--- src/rtl/mdio_master_if.sv ---
// Request/response channel between a management client and the MDIO master.
interface mdio_master_if;
    logic        req_valid;
    logic        req_ready;
    logic        req_clause45;
    logic [1:0]  req_op;
    logic [4:0]  req_phy_address;
    logic [4:0]  req_reg_address;
    logic [15:0] req_data;
    logic        rsp_valid;
    logic [15:0] rsp_data;
    logic        busy;

    modport master (
        output req_valid, req_clause45, req_op, req_phy_address, req_reg_address, req_data,
        input  req_ready, rsp_valid, rsp_data, busy
    );

    modport slave (
        input  req_valid, req_clause45, req_op, req_phy_address, req_reg_address, req_data,
        output req_ready, rsp_valid, rsp_data, busy
    );
endinterface

--- src/rtl/mdio_master.sv ---
// MDIO station-management master: divided MDC, Clause 22/45 frames, split in/out/oe pad signals.
module mdio_master #(
    parameter int unsigned CLOCK_DIVIDE  = 10,
    parameter int unsigned PREAMBLE_BITS = 32,
    parameter bit          SUPPORT_C45   = 1'b1
) (
    input  logic         clock,
    input  logic         reset,
    output logic         mdc,
    input  logic         mdio_in,
    output logic         mdio_out,
    output logic         mdio_oe,
    mdio_master_if.slave bus
);
    localparam int unsigned FRAME_BITS = PREAMBLE_BITS + 32;
    localparam int unsigned CNT_W      = 7;
    localparam int unsigned DIV_W      = (CLOCK_DIVIDE > 1) ? $clog2(CLOCK_DIVIDE) : 1;

    typedef enum logic [3:0] {
        IDLE, PREAMBLE, START, OPCODE, PHY, REG, TURNAROUND, DATA, DONE
    } state_t;

    state_t             state, state_d;
    logic [CNT_W-1:0]   bit_cnt, bit_cnt_d;
    logic [DIV_W-1:0]   div_cnt, div_cnt_d;
    logic               phase_hi, phase_hi_d;
    logic               mdc_d, mdio_out_d, mdio_oe_d;
    logic [31:0]        frame_shift, frame_shift_d;
    logic [15:0]        read_shift, read_shift_d;
    logic               is_read, is_read_d;
    logic               rsp_valid, rsp_valid_d;
    logic [15:0]        rsp_data, rsp_data_d;
    logic               busy, busy_d;
    logic               clause45_c;
    logic               div_end_c;
    state_t             field_c;

    // Frame field that owns bit index b.
    function automatic state_t field_of(input logic [CNT_W-1:0] b);
        int i;
        i = int'(b);
        if (i < int'(PREAMBLE_BITS))           return PREAMBLE;
        else if (i < int'(PREAMBLE_BITS) + 2)  return START;
        else if (i < int'(PREAMBLE_BITS) + 4)  return OPCODE;
        else if (i < int'(PREAMBLE_BITS) + 9)  return PHY;
        else if (i < int'(PREAMBLE_BITS) + 14) return REG;
        else if (i < int'(PREAMBLE_BITS) + 16) return TURNAROUND;
        else                                   return DATA;
    endfunction

    assign clause45_c    = SUPPORT_C45 && bus.req_clause45;
    assign div_end_c     = (div_cnt == DIV_W'(CLOCK_DIVIDE - 1));
    assign field_c       = field_of(bit_cnt);
    assign bus.req_ready = (state == IDLE) && !reset;
    assign bus.rsp_valid = rsp_valid;
    assign bus.rsp_data  = rsp_data;
    assign bus.busy      = busy;

    // Next-state and next-output logic; bit_cnt is the index of the next bit to drive.
    always_comb begin
        state_d       = state;
        bit_cnt_d     = bit_cnt;
        div_cnt_d     = div_cnt;
        phase_hi_d    = phase_hi;
        mdc_d         = mdc;
        mdio_out_d    = mdio_out;
        mdio_oe_d     = mdio_oe;
        frame_shift_d = frame_shift;
        read_shift_d  = read_shift;
        is_read_d     = is_read;
        rsp_valid_d   = 1'b0;
        rsp_data_d    = rsp_data;

        unique case (state)
            IDLE: begin
                mdc_d      = 1'b0;
                mdio_out_d = 1'b1;
                mdio_oe_d  = 1'b0;
                if (bus.req_valid) begin
                    is_read_d     = clause45_c ? bus.req_op[1] : (bus.req_op == 2'b10);
                    frame_shift_d = {clause45_c ? 2'b00 : 2'b01, bus.req_op, bus.req_phy_address,
                                     bus.req_reg_address, 2'b10, bus.req_data};
                    bit_cnt_d     = '0;
                    // Pretend to sit at the end of a high phase so bit 0 starts on the next clock.
                    div_cnt_d     = DIV_W'(CLOCK_DIVIDE - 1);
                    phase_hi_d    = 1'b1;
                    state_d       = (PREAMBLE_BITS != 0) ? PREAMBLE : START;
                end
            end
            DONE: begin
                state_d = IDLE;
            end
            default: begin
                if (!div_end_c) begin
                    div_cnt_d = div_cnt + DIV_W'(1);
                end else begin
                    div_cnt_d = '0;
                    if (!phase_hi) begin
                        phase_hi_d = 1'b1;
                        mdc_d      = 1'b1;
                        if (state == DATA) read_shift_d = {read_shift[14:0], mdio_in};
                    end else begin
                        phase_hi_d = 1'b0;
                        mdc_d      = 1'b0;
                        if (bit_cnt == CNT_W'(FRAME_BITS)) begin
                            state_d     = DONE;
                            mdio_out_d  = 1'b1;
                            mdio_oe_d   = 1'b0;
                            rsp_valid_d = 1'b1;
                            if (is_read) rsp_data_d = read_shift;
                        end else begin
                            state_d   = field_c;
                            bit_cnt_d = bit_cnt + CNT_W'(1);
                            if (field_c == PREAMBLE) begin
                                mdio_out_d = 1'b1;
                            end else begin
                                mdio_out_d    = frame_shift[31];
                                frame_shift_d = {frame_shift[30:0], 1'b0};
                            end
                            mdio_oe_d = !(is_read && (field_c == TURNAROUND || field_c == DATA));
                        end
                    end
                end
            end
        endcase

        busy_d = (state_d != IDLE);
    end

    // State and output registers.
    always_ff @(posedge clock) begin
        if (reset) begin
            state       <= IDLE;
            bit_cnt     <= '0;
            div_cnt     <= '0;
            phase_hi    <= 1'b0;
            mdc         <= 1'b0;
            mdio_out    <= 1'b1;
            mdio_oe     <= 1'b0;
            frame_shift <= '0;
            read_shift  <= '0;
            is_read     <= 1'b0;
            rsp_valid   <= 1'b0;
            rsp_data    <= '0;
            busy        <= 1'b0;
        end else begin
            state       <= state_d;
            bit_cnt     <= bit_cnt_d;
            div_cnt     <= div_cnt_d;
            phase_hi    <= phase_hi_d;
            mdc         <= mdc_d;
            mdio_out    <= mdio_out_d;
            mdio_oe     <= mdio_oe_d;
            frame_shift <= frame_shift_d;
            read_shift  <= read_shift_d;
            is_read     <= is_read_d;
            rsp_valid   <= rsp_valid_d;
            rsp_data    <= rsp_data_d;
            busy        <= busy_d;
        end
    end
endmodule

--- src/flat_wrapper.sv ---
// flat-port wrapper written by rule: the top's interface ports become plain ports
module mdio_master_flat 
#(
    parameter int unsigned CLOCK_DIVIDE  = 10,
    parameter int unsigned PREAMBLE_BITS = 32,
    parameter bit          SUPPORT_C45   = 1'b1
)
  (clock, reset, mdc, mdio_in, mdio_out, mdio_oe, bus_req_valid, bus_req_clause45, bus_req_op, bus_req_phy_address, bus_req_reg_address, bus_req_data, bus_req_ready, bus_rsp_valid, bus_rsp_data, bus_busy);
  mdio_master_if bus_i ();
  input  logic clock;
  input  logic reset;
  output logic mdc;
  input  logic mdio_in;
  output logic mdio_out;
  output logic mdio_oe;
  input wire logic [$bits(bus_i.req_valid)-1:0] bus_req_valid;
  input wire logic [$bits(bus_i.req_clause45)-1:0] bus_req_clause45;
  input wire logic [$bits(bus_i.req_op)-1:0] bus_req_op;
  input wire logic [$bits(bus_i.req_phy_address)-1:0] bus_req_phy_address;
  input wire logic [$bits(bus_i.req_reg_address)-1:0] bus_req_reg_address;
  input wire logic [$bits(bus_i.req_data)-1:0] bus_req_data;
  output wire logic [$bits(bus_i.req_ready)-1:0] bus_req_ready;
  output wire logic [$bits(bus_i.rsp_valid)-1:0] bus_rsp_valid;
  output wire logic [$bits(bus_i.rsp_data)-1:0] bus_rsp_data;
  output wire logic [$bits(bus_i.busy)-1:0] bus_busy;
  assign bus_i.req_valid = bus_req_valid;
  assign bus_i.req_clause45 = bus_req_clause45;
  assign bus_i.req_op = bus_req_op;
  assign bus_i.req_phy_address = bus_req_phy_address;
  assign bus_i.req_reg_address = bus_req_reg_address;
  assign bus_i.req_data = bus_req_data;
  assign bus_req_ready = bus_i.req_ready;
  assign bus_rsp_valid = bus_i.rsp_valid;
  assign bus_rsp_data = bus_i.rsp_data;
  assign bus_busy = bus_i.busy;
  mdio_master #(.CLOCK_DIVIDE(CLOCK_DIVIDE), .PREAMBLE_BITS(PREAMBLE_BITS), .SUPPORT_C45(SUPPORT_C45)) u_core (.clock(clock), .reset(reset), .mdc(mdc), .mdio_in(mdio_in), .mdio_out(mdio_out), .mdio_oe(mdio_oe), .bus(bus_i));
endmodule
--- config.mk ---
export PLATFORM = sky130hd
export DESIGN_NAME = mdio_master_flat
export DESIGN_NICKNAME = d
export VERILOG_FILES = /design/src/rtl/mdio_master_if.sv /design/src/rtl/mdio_master.sv /design/src/flat_wrapper.sv
export SDC_FILE = /design/constraint.sdc
export NUM_CORES = 1
export LEC_CHECK = 0
export ABC_AREA = 0
export BUFFER_PORTS_ARGS = -buffer_cell sky130_fd_sc_hd__buf_4
export CAP_MARGIN = 15
export CORE_MARGIN = 1
export CORE_UTILIZATION = 47
export DETAILED_ROUTE_END_ITERATION = 10
export PLACE_DENSITY = 0.67
export SLEW_MARGIN = 20
export SYNTH_ARGS = -nofsm -noshare
export SYNTH_HDL_FRONTEND = slang
export SYNTH_SLANG_ARGS = --single-unit
--- constraint.sdc ---
create_clock -name clock -period 2.32 [get_ports clock]
set_input_delay 0.116 -clock clock [delete_from_list [all_inputs] [get_ports clock]]
set_output_delay 0.116 -clock clock [all_outputs]
set_load 0.05 [all_outputs]
Yosys cells after proc, flatten, opt, wreduce, memory -nomap -nowiden:

Index checks and enable logic that the tools add are counted.
Widths: inputs -> output; s select.

* add/subtract/negate cells: 2
* order comparisons: 6
* equal/unequal tests: 11
* mux-type cells: 42
* bitwise logic cells: 4
* reduce and logical (&&, ||, !) cells: 20

Operators by type and width (count)
* $mux 32: 5
* $pmux 32 s2: 1
* $mux 4: 11
* $lt 7x6->1 const B: 6
* $mux 7: 4
* $pmux 4 s2: 2
* $mux 1: 14
* $pmux 7 s2: 1
* $eq 4x3->1 const B: 3
* $reduce_and 5->1: 2
* $eq 4x4->1 const B: 2
* $pmux 1 s2: 4
* $add 7x1->7 const B: 1
* $eq 7x7->1 const B: 1
* $reduce_and 2->1: 3
* $reduce_and 3->1: 2
* $reduce_and 6->1: 1
* $reduce_or 5->1: 1
* $add 4x1->4 const B: 1
* $eq 4x1->1 const B: 1
* $logic_not 4->1: 1
* $ne 2x1->1 const B: 2
* $not 1->1: 4
* $reduce_and 4->1: 1
* other kinds (8): 11

* flip-flop bits (word level): 86
* input port bits: 33
* output and inout port bits: 22
* logic and storage cells: 98

Depth between registers and ports, before layout:

Gate-level depths: netlist of run 1.

* word-level depth: 15
* depth in mapped cells: 8
* gate-level depth less buffers: 6

Worst setup path after synthesis of run 1:

No wires, ideal clock.

* path type: flip-flop to output port
* start: register u_core.state[2]
* end: output port bus_req_ready
* arrival time: 2.088 ns
* data required time: 2.204 ns
* setup slack: 0.116 ns
* stages on the path, launching flop included: 5
* path buffers: 2
* cell sequence: dfxtp_1 -> or3_1 -> buf_2 -> clkbuf_1 -> nor3_1

* cells in the longest elaborated chain, start to end: 2

RTL lines
* start: declaration: line mdio_master.sv:23 `state_t state, state_d;`
* start signal: assignment: line mdio_master.sv:147 `state <= state_d;`
* $logic_not 4->1: line mdio_master.sv:54 `assign bus.req_ready = (state == IDLE) && !reset;`
* $logic_and 1x1->1: line mdio_master.sv:54
* end: declaration: line flat_wrapper.sv:22 `output wire logic [$bits(bus_i.req_ready)-1:0] bus_req_ready;`

Every way passes these cells.

Worst setup path after layout of run 1:

* start: register u_core.bit_cnt[1]
* end: register u_core.frame_shift[12]

* cells in the longest elaborated chain, start to end: 10
* elaborated cells between the ends (all ways): 17
* classes of those cells: 6 x order compare; 4 x eq/ne; 6 x mux; 1 x reduce/logical

RTL lines
* start: declaration: line mdio_master.sv:24 `logic [CNT_W-1:0] bit_cnt, bit_cnt_d;`
* start signal: assignment: line mdio_master.sv:148 `bit_cnt <= bit_cnt_d;`
* $lt 7x6->1: line mdio_master.sv:47 `else if (i < int'(PREAMBLE_BITS) + 16) return TURNAROUND;`
* $mux 1: line mdio_master.sv:47
* $mux 4: line mdio_master.sv:46 `else if (i < int'(PREAMBLE_BITS) + 14) return REG;`
* $mux 4: line mdio_master.sv:45 `else if (i < int'(PREAMBLE_BITS) + 9) return PHY;`
* $mux 4: line mdio_master.sv:44 `else if (i < int'(PREAMBLE_BITS) + 4) return OPCODE;`
* $mux 4: line mdio_master.sv:43 `else if (i < int'(PREAMBLE_BITS) + 2) return START;`
* $mux 4: line mdio_master.sv:42 `if (i < int'(PREAMBLE_BITS)) return PREAMBLE;`
* $eq 4x1->1: line mdio_master.sv:114 `if (field_c == PREAMBLE) begin`
* $ne 2x1->1 (no source line)
* $reduce_and 6->1 (no source line) (*)
* end signal: assignment: line mdio_master.sv:154 `frame_shift <= frame_shift_d;`
* end: declaration: line mdio_master.sv:28 `logic [31:0] frame_shift, frame_shift_d;`

Mark *: on every way between the ends. The rest lies on a longest branch, timed or not.
A chain may end at the register's enable or synchronous reset.

==> results of run 1 <==
[cell usage in the layout (no fill, tap or decap), drive strengths merged, types with 3 or more instances in the layout]
cell     Yosys  layout
o211ai       4       4
nand3b       3       3
clkinv       0       3
dfxtp       86      86
clkbuf      27      10
a21oi       46      46
o2111ai      5       5
nand2       72      72
nand3       26      26
o21ai       53      53
or3          6       6
a211oi      29      29
a311oi      27      27
inv          8       9
nor3         8       8
nand2b       4       4
ha           4       4
nand4        4       4
nor2        12      12
buf         21      76
a2111o       4       4
[worst paths after layout]
| path | cells after the start | startpoint | end |
|---|---|---|---|
| setup / recovery | 7 | u_core.bit_cnt[1]$_SDFFE_PP0P_ | u_core.frame_shift[12]$_SDFFE_PP0P_ |
| hold / removal | 3 | mdio_in | u_core.read_shift[0]$_SDFFE_PP0P_ |
| setup reg to reg | 7 | u_core.bit_cnt[1]$_SDFFE_PP0P_ | u_core.frame_shift[12]$_SDFFE_PP0P_ |
| hold reg to reg | 2 | u_core.read_shift[15]$_SDFFE_PP0P_ | u_core.read_shift[15]$_SDFFE_PP0P_ |
[registers in the layout (all words and copies together), names as in the netlist, 4 cells and up]
| name | cells |
|---|---|
| u_core.state | 4 |
| u_core.bus.rsp_data | 16 |
| u_core.frame_shift | 32 |
| u_core.bit_cnt | 7 |
| u_core.read_shift | 16 |
| u_core.div_cnt | 4 |
[power breakdown]
part	total [mW]	leakage (nW)	switching, mW	internal [mW]
clock	1.08	0.103	0.548	0.533
sequential	1.58	0.701	0.0415	1.54
combinational	0.367	0.925	0.218	0.149
total	3.03	1.73	0.807	2.22
[cell type report]
type	instances	area, sq um
fillers	777	3520
multi-input cells	340	2080
flip-flops and latches	86	1720
repair buffers	76	571
clock buffers	10	138
well taps	105	131
clock inverters	6	68.8
inverters	8	30.0
[per-layer routing]
layer	routed length, um	vias to the layer above	track usage
met3	479	5	0.0370
li1	-	1880	-
met2	4480	93	0.377
met5	0	-	0
met1	4720	1772	0.318
met4	48	0	0.0593
[critical path: cells and delay by family, from the launching register on]
family / cells / cell delay, ns
buffers and inverters: 2 / 0.34
and+or+nand+nor: 1 / 0.50
AOI/OAI and AO/OA: 3 / 0.57
adders and majority gates: 1 / 0.15
DFF: 1 / 0.38
[kinds of logic (layout without fill, tap and decap cells)]
| logic type | count (synthesis) | in the layout |
|---|---|---|
| AND/OR/NAND/NOR | 150 | 150 |
| AO/OA/AOI/OAI | 185 | 185 |
| multiplexers | 1 | 1 |
| flip-flops | 86 | 86 |
| buffers and inverters | 56 | 100 |
| adder cells (fa/ha/maj) | 4 | 4 |
==> flow_summary.json, run 1 <==
{
  "status": "finished, final reports clean",
  "maxCapViolations": 0,
  "start_util": 0.490,
  "rsz0062_at_grt": "no",
  "synth-main-ff-cell": "dfxtp_1",
  "wl_per_cell_um": 15.4,
  "cpPeakStageDelay_ns": 0.50,
  "design.core.area_sq_um": 8260,
  "cpMaxStageDelayCell": "or4b_4",
  "slew_headroom": 0.470,
  "gp_congestion": 0.857,
  "rrSetupSlack_ns": 0.22,
  "yosysMostFrequentCell": "dfxtp_1",
  "synth_top_family_by_area": "compound AO/OA/AOI/OAI gates",
  "clock-sinks": 86,
  "fin_cells": 631,
  "ir_drop_mv": 0.378,
  "cp-start-kind": "flip-flop",
  "hold_ws_ns": 0.0227,
  "hp-class": "in -> reg",
  "cts_hold_buffers": 0,
  "period_needed_ns": 2.10,
  "dieArea_sq_um": 8990,
  "routed_wirelength_mm": 9.72,
  "dpl-instance-area_sq_um": 4530,
  "ys_types": 51,
  "crit_chain": "inv_1 > ha_1 > or4b_4 > a21o_1 > buf_4 > a211oi_1 > a311oi_2",
  "synth_xor_area_frac": 0,
  "pre_cts_ws_ns": 0.243,
  "dr.pass1.iters": 4,
  "async_reset_ff_frac": 0,
  "clk_path_buf_depth": 2,
  "finalClockSkew_ns": 0.0119,
  "cts_tree": "yes",
  "critPathArrivalTime_ns": 2.30,
  "setup_slack_ns": 0.219,
  "ios": 55,
  "num_vias": 3750,
  "clk_pin_slew_ns": 0.09,
  "cts-root-buf": "clkbuf_8",
  "yosysWarnings": 0,
  "ys_seq_area_frac": 0.425,
  "synth-adder-area-share": 0.0124,
  "period_share": 0.905,
  "max_freq_mhz": 476,
  "synth_top_area_share": 0.425,
  "cts_resized": 0,
  "synth_simple_gate_area_share": 0.182,
  "grt_pass1_wl_mm": 16.8,
  "crit_path_end_kind": "flip-flop",
  "hold_violations": 0,
  "drive_gt1_frac": 0.203,
  "dp_hpwl_mm": 6.28,
  "cts_setup_buffers": 0,
  "syn_inst": 482,
  "p_leak_nw": 1.73,
  "critical_path_peak_fanout": 30,
  "ys_ff_latch": 86,
  "final-setup-viol-count": 0,
  "synth_area_leader_cell": "dfxtp_1",
  "syn2layout_area_growth_pct": 16.9,
  "clk_latency_ns": 0.35,
  "die_width_um": 94.8,
  "die_h_um": 94.8,
  "cts_buffers": 9,
  "drc": 0,
  "port_buffers": 54,
  "yosys-top-cells-count": "dfxtp_1 (86), nand2_1 (72), o21ai_0 (52)",
  "htree_levels": 3,
  "dp_cells": 615,
  "finalSetupTns_ns": 0,
  "drt_iter0_markers": 238,
  "nNetsFinal": 558,
  "synth_edf_count": 0,
  "syn_area_sq_um": 4050,
  "synthMuxAreaShare": 0.00247,
  "grt_max_degree": 48,
  "crit_type": "reg -> reg",
  "syn_area_per_cell_sq_um": 8.40,
  "antenna_found_initial": 0,
  "synth_compound_area_frac": 0.313,
  "required_ns": 2.52,
  "grt_pass1_vias": 3595,
  "syn-num-nets": 519,
  "powerDensity_nw_per_um2": 639,
  "tightestPinTransition_ns": 0.792,
  "n_antenna_cell": 0,
  "utilization": 0.573,
  "finalPower_mw": 3.03,
  "gr-total-overflow": 0,
  "avgViaCountPerCell": 5.94,
  "slew_viol_final": 0,
  "ant_nets": 0,
  "placementRows": 33,
  "track_usage": 0.232,
  "yosys-top-cells-area": "dfxtp_1 (43%), nand2_1 (6.7%), o21ai_0 (6.4%)",
  "design_area_sq_um": 4740
}
(Power assumes the default switching activity.)
==> run 2: changes to the inputs <==
--- a/config.mk
+++ b/config.mk
@@ -8,10 +8,10 @@
 export ABC_AREA = 0
 export BUFFER_PORTS_ARGS = -buffer_cell sky130_fd_sc_hd__buf_4
 export CAP_MARGIN = 15
-export CORE_MARGIN = 1
+export CORE_MARGIN = 2
 export CORE_UTILIZATION = 47
 export DETAILED_ROUTE_END_ITERATION = 10
-export PLACE_DENSITY = 0.67
+export PLACE_DENSITY_LB_ADDON = 0.08
 export SLEW_MARGIN = 20
 export SYNTH_ARGS = -nofsm -noshare
 export SYNTH_HDL_FRONTEND = slang
==> flow_summary.json, run 2 (synthesized netlist as in run 1, its figures left out) <==
{
  "status": "finished, final reports clean",
  "design.core.area_sq_um": 8300,
  "nNetsFinal": 555,
  "cts_hold_buffers": 0,
  "rrSetupSlack_ns": 0.23,
  "crit_chain": "ha_1 > and4b_1 > nand2_1 > o21ai_4 > a311oi_1",
  "start_util": 0.488,
  "required_ns": 2.50,
  "cts_tree": "yes",
  "min_path_cells": 3,
  "gr-total-overflow": 0,
  "grt_pass1_wl_mm": 16.8,
  "clock-sinks": 86,
  "r2r-end": "u_core.frame_shift[15]$_SDFFE_PP0P_",
  "hold_violations": 0,
  "fill_cells": 769,
  "drc": 0,
  "ff2ff_path_depth": 5,
  "die_h_um": 96.8,
  "avgViaCountPerCell": 6.00,
  "dieArea_sq_um": 9380,
  "mostFrequentLayoutCell": "dfxtp_1",
  "startpoint": "u_core.div_cnt[0]$_SDFFE_PP0P_",
  "max_freq_mhz": 477,
  "slew_viol_final": 0,
  "antenna_found_initial": 0,
  "dp_hpwl_mm": 6.25,
  "period_share": 0.903,
  "crit_family": "compound AO/OA/AOI/OAI gates",
  "cpMaxStageDelayCell": "o21ai_4",
  "placementRows": 33,
  "cpPeakStageDelay_ns": 0.66,
  "largest_register_ffs": 32,
  "clk_path_buf_depth": 2,
  "finalClockSkew_ns": 0.0142,
  "rr_startpoint": "u_core.div_cnt[0]$_SDFFE_PP0P_",
  "finalSetupTns_ns": 0,
  "crit_type": "reg -> reg",
  "ir_drop_mv": 0.389,
  "crit_buf_inv": 0,
  "rsz0062_at_grt": "no",
  "routed_wirelength_mm": 9.87,
  "period_needed_ns": 2.09,
  "largest-register": "u_core.frame_shift",
  "crit_path_end_kind": "flip-flop",
  "p_leak_nw": 1.72,
  "clk_pin_slew_ns": 0.09,
  "slew_headroom": 0.419,
  "grt_pass1_vias": 3385,
  "wl_per_cell_um": 15.8,
  "port_buffers": 54,
  "critical_path_peak_fanout": 27,
  "utilization": 0.569,
  "num_vias": 3744,
  "n_antenna_cell": 0,
  "grt_max_degree": 81,
  "cts_setup_buffers": 0,
  "top_regs": "u_core.frame_shift (32), u_core.bus.rsp_data (16), u_core.read_shift (16)",
  "htree_levels": 3,
  "ios": 55,
  "powerDensity_nw_per_um2": 646,
  "dr.pass1.iters": 5,
  "maxCapViolations": 0,
  "cts_resized": 0,
  "drive_gt1_frac": 0.195,
  "clk_latency_ns": 0.35,
  "hp-class": "in -> reg",
  "die_width_um": 96.8,
  "drt_iter0_markers": 201,
  "gp_congestion": 0.832,
  "hold_path_end": "u_core.frame_shift[21]$_SDFFE_PP0P_",
  "most-common-layout-cells": "dfxtp_1 (86), nand2_1 (72), buf_4 (72)",
  "track_usage": 0.210,
  "cts-root-buf": "clkbuf_8",
  "critPathArrivalTime_ns": 2.27,
  "ant_nets": 0,
  "syn2layout_area_growth_pct": 16.6,
  "cts_buffers": 9,
  "tightestPinTransition_ns": 0.872,
  "min_from": "bus_req_reg_address[3]",
  "cp_num_cells": 5,
  "final-setup-viol-count": 0,
  "cp-start-kind": "flip-flop"
}
-- run 2: changes by cell type in the layout (fill, tap and decap cells not counted) --
cell / previous run / this run
a211oi_1: 29 / 28
a211oi_2: 0 / 1
buf_12: 0 / 1
buf_4: 76 / 72
bufinv_16: 1 / 2
clkinv_2: 1 / 0
clkinv_4: 2 / 0
clkinvlp_4: 1 / 0
inv_6: 1 / 0
-- run 2: layout make-up --
class	count	area, sq um	share of cell area
Tap cell	105	131	0.0278
Clock inverter	2	60.1	0.0127
Multi-Input combinational cell	340	2080	0.441
Clock buffer	10	138	0.0291
Timing Repair Buffer	73	561	0.119
Inverter	8	30.0	0.00636
Sequential cell	86	1720	0.365
-- run 2: power by group --
part           internal, mW  total [mW]  switching [mW]
clock network         0.613        1.10           0.492
logic                 0.150       0.368           0.218
registers              1.54        1.58          0.0410
-- run 2: worst register-to-register path: cells and delay by family (launching register included) --
kind	cells	cell delay, ns
AO/OA/AOI/OAI	2	0.87
AND/OR/NAND/NOR	2	0.45
flip-flops	1	0.39
adder cells (fa/ha/maj)	1	0.23
-- run 2: worst max path at each step --
stage                     slack [ns]                             endpoint
after global placement          0.31  u_core.frame_shift[31]$_SDFFE_PP0P_
after detailed placement        0.20  u_core.frame_shift[16]$_SDFFE_PP0P_
after CTS                       0.17  u_core.frame_shift[16]$_SDFFE_PP0P_
after floorplan                 0.12                        bus_req_ready
after global routing            0.06   u_core.frame_shift[6]$_SDFFE_PP0P_
final                           0.23  u_core.frame_shift[15]$_SDFFE_PP0P_
-- run 2: metrics by stage --
stage | std cells | cell area (sq um) | setup WS (ns) | hold WS (ns) | power [mW]
floorplan | 482 | 4050 | 0.116 | 0.256 | 1.85
global placement | 612 | 4520 | 0.306 | 0.382 | 1.97
detailed placement | 612 | 4520 | 0.200 | 0.390 | 1.98
CTS | 624 | 4720 | 0.174 | 0.0209 | 3.08
global route | 624 | 4720 | 0.0618 | 0.0262 | 3.18
finish | 624 | 4720 | 0.225 | 0.0304 | 3.05
-- run 2: routing by layer --
| metal | vias up | track usage | wire length [um] |
|---|---|---|---|
| met5 | - | 0 | 0 |
| li1 | 1860 | - | - |
| met1 | 1776 | 0.306 | 4870 |
| met4 | 0 | 0.0531 | 68 |
| met2 | 100 | 0.321 | 4470 |
| met3 | 8 | 0.0397 | 459 |
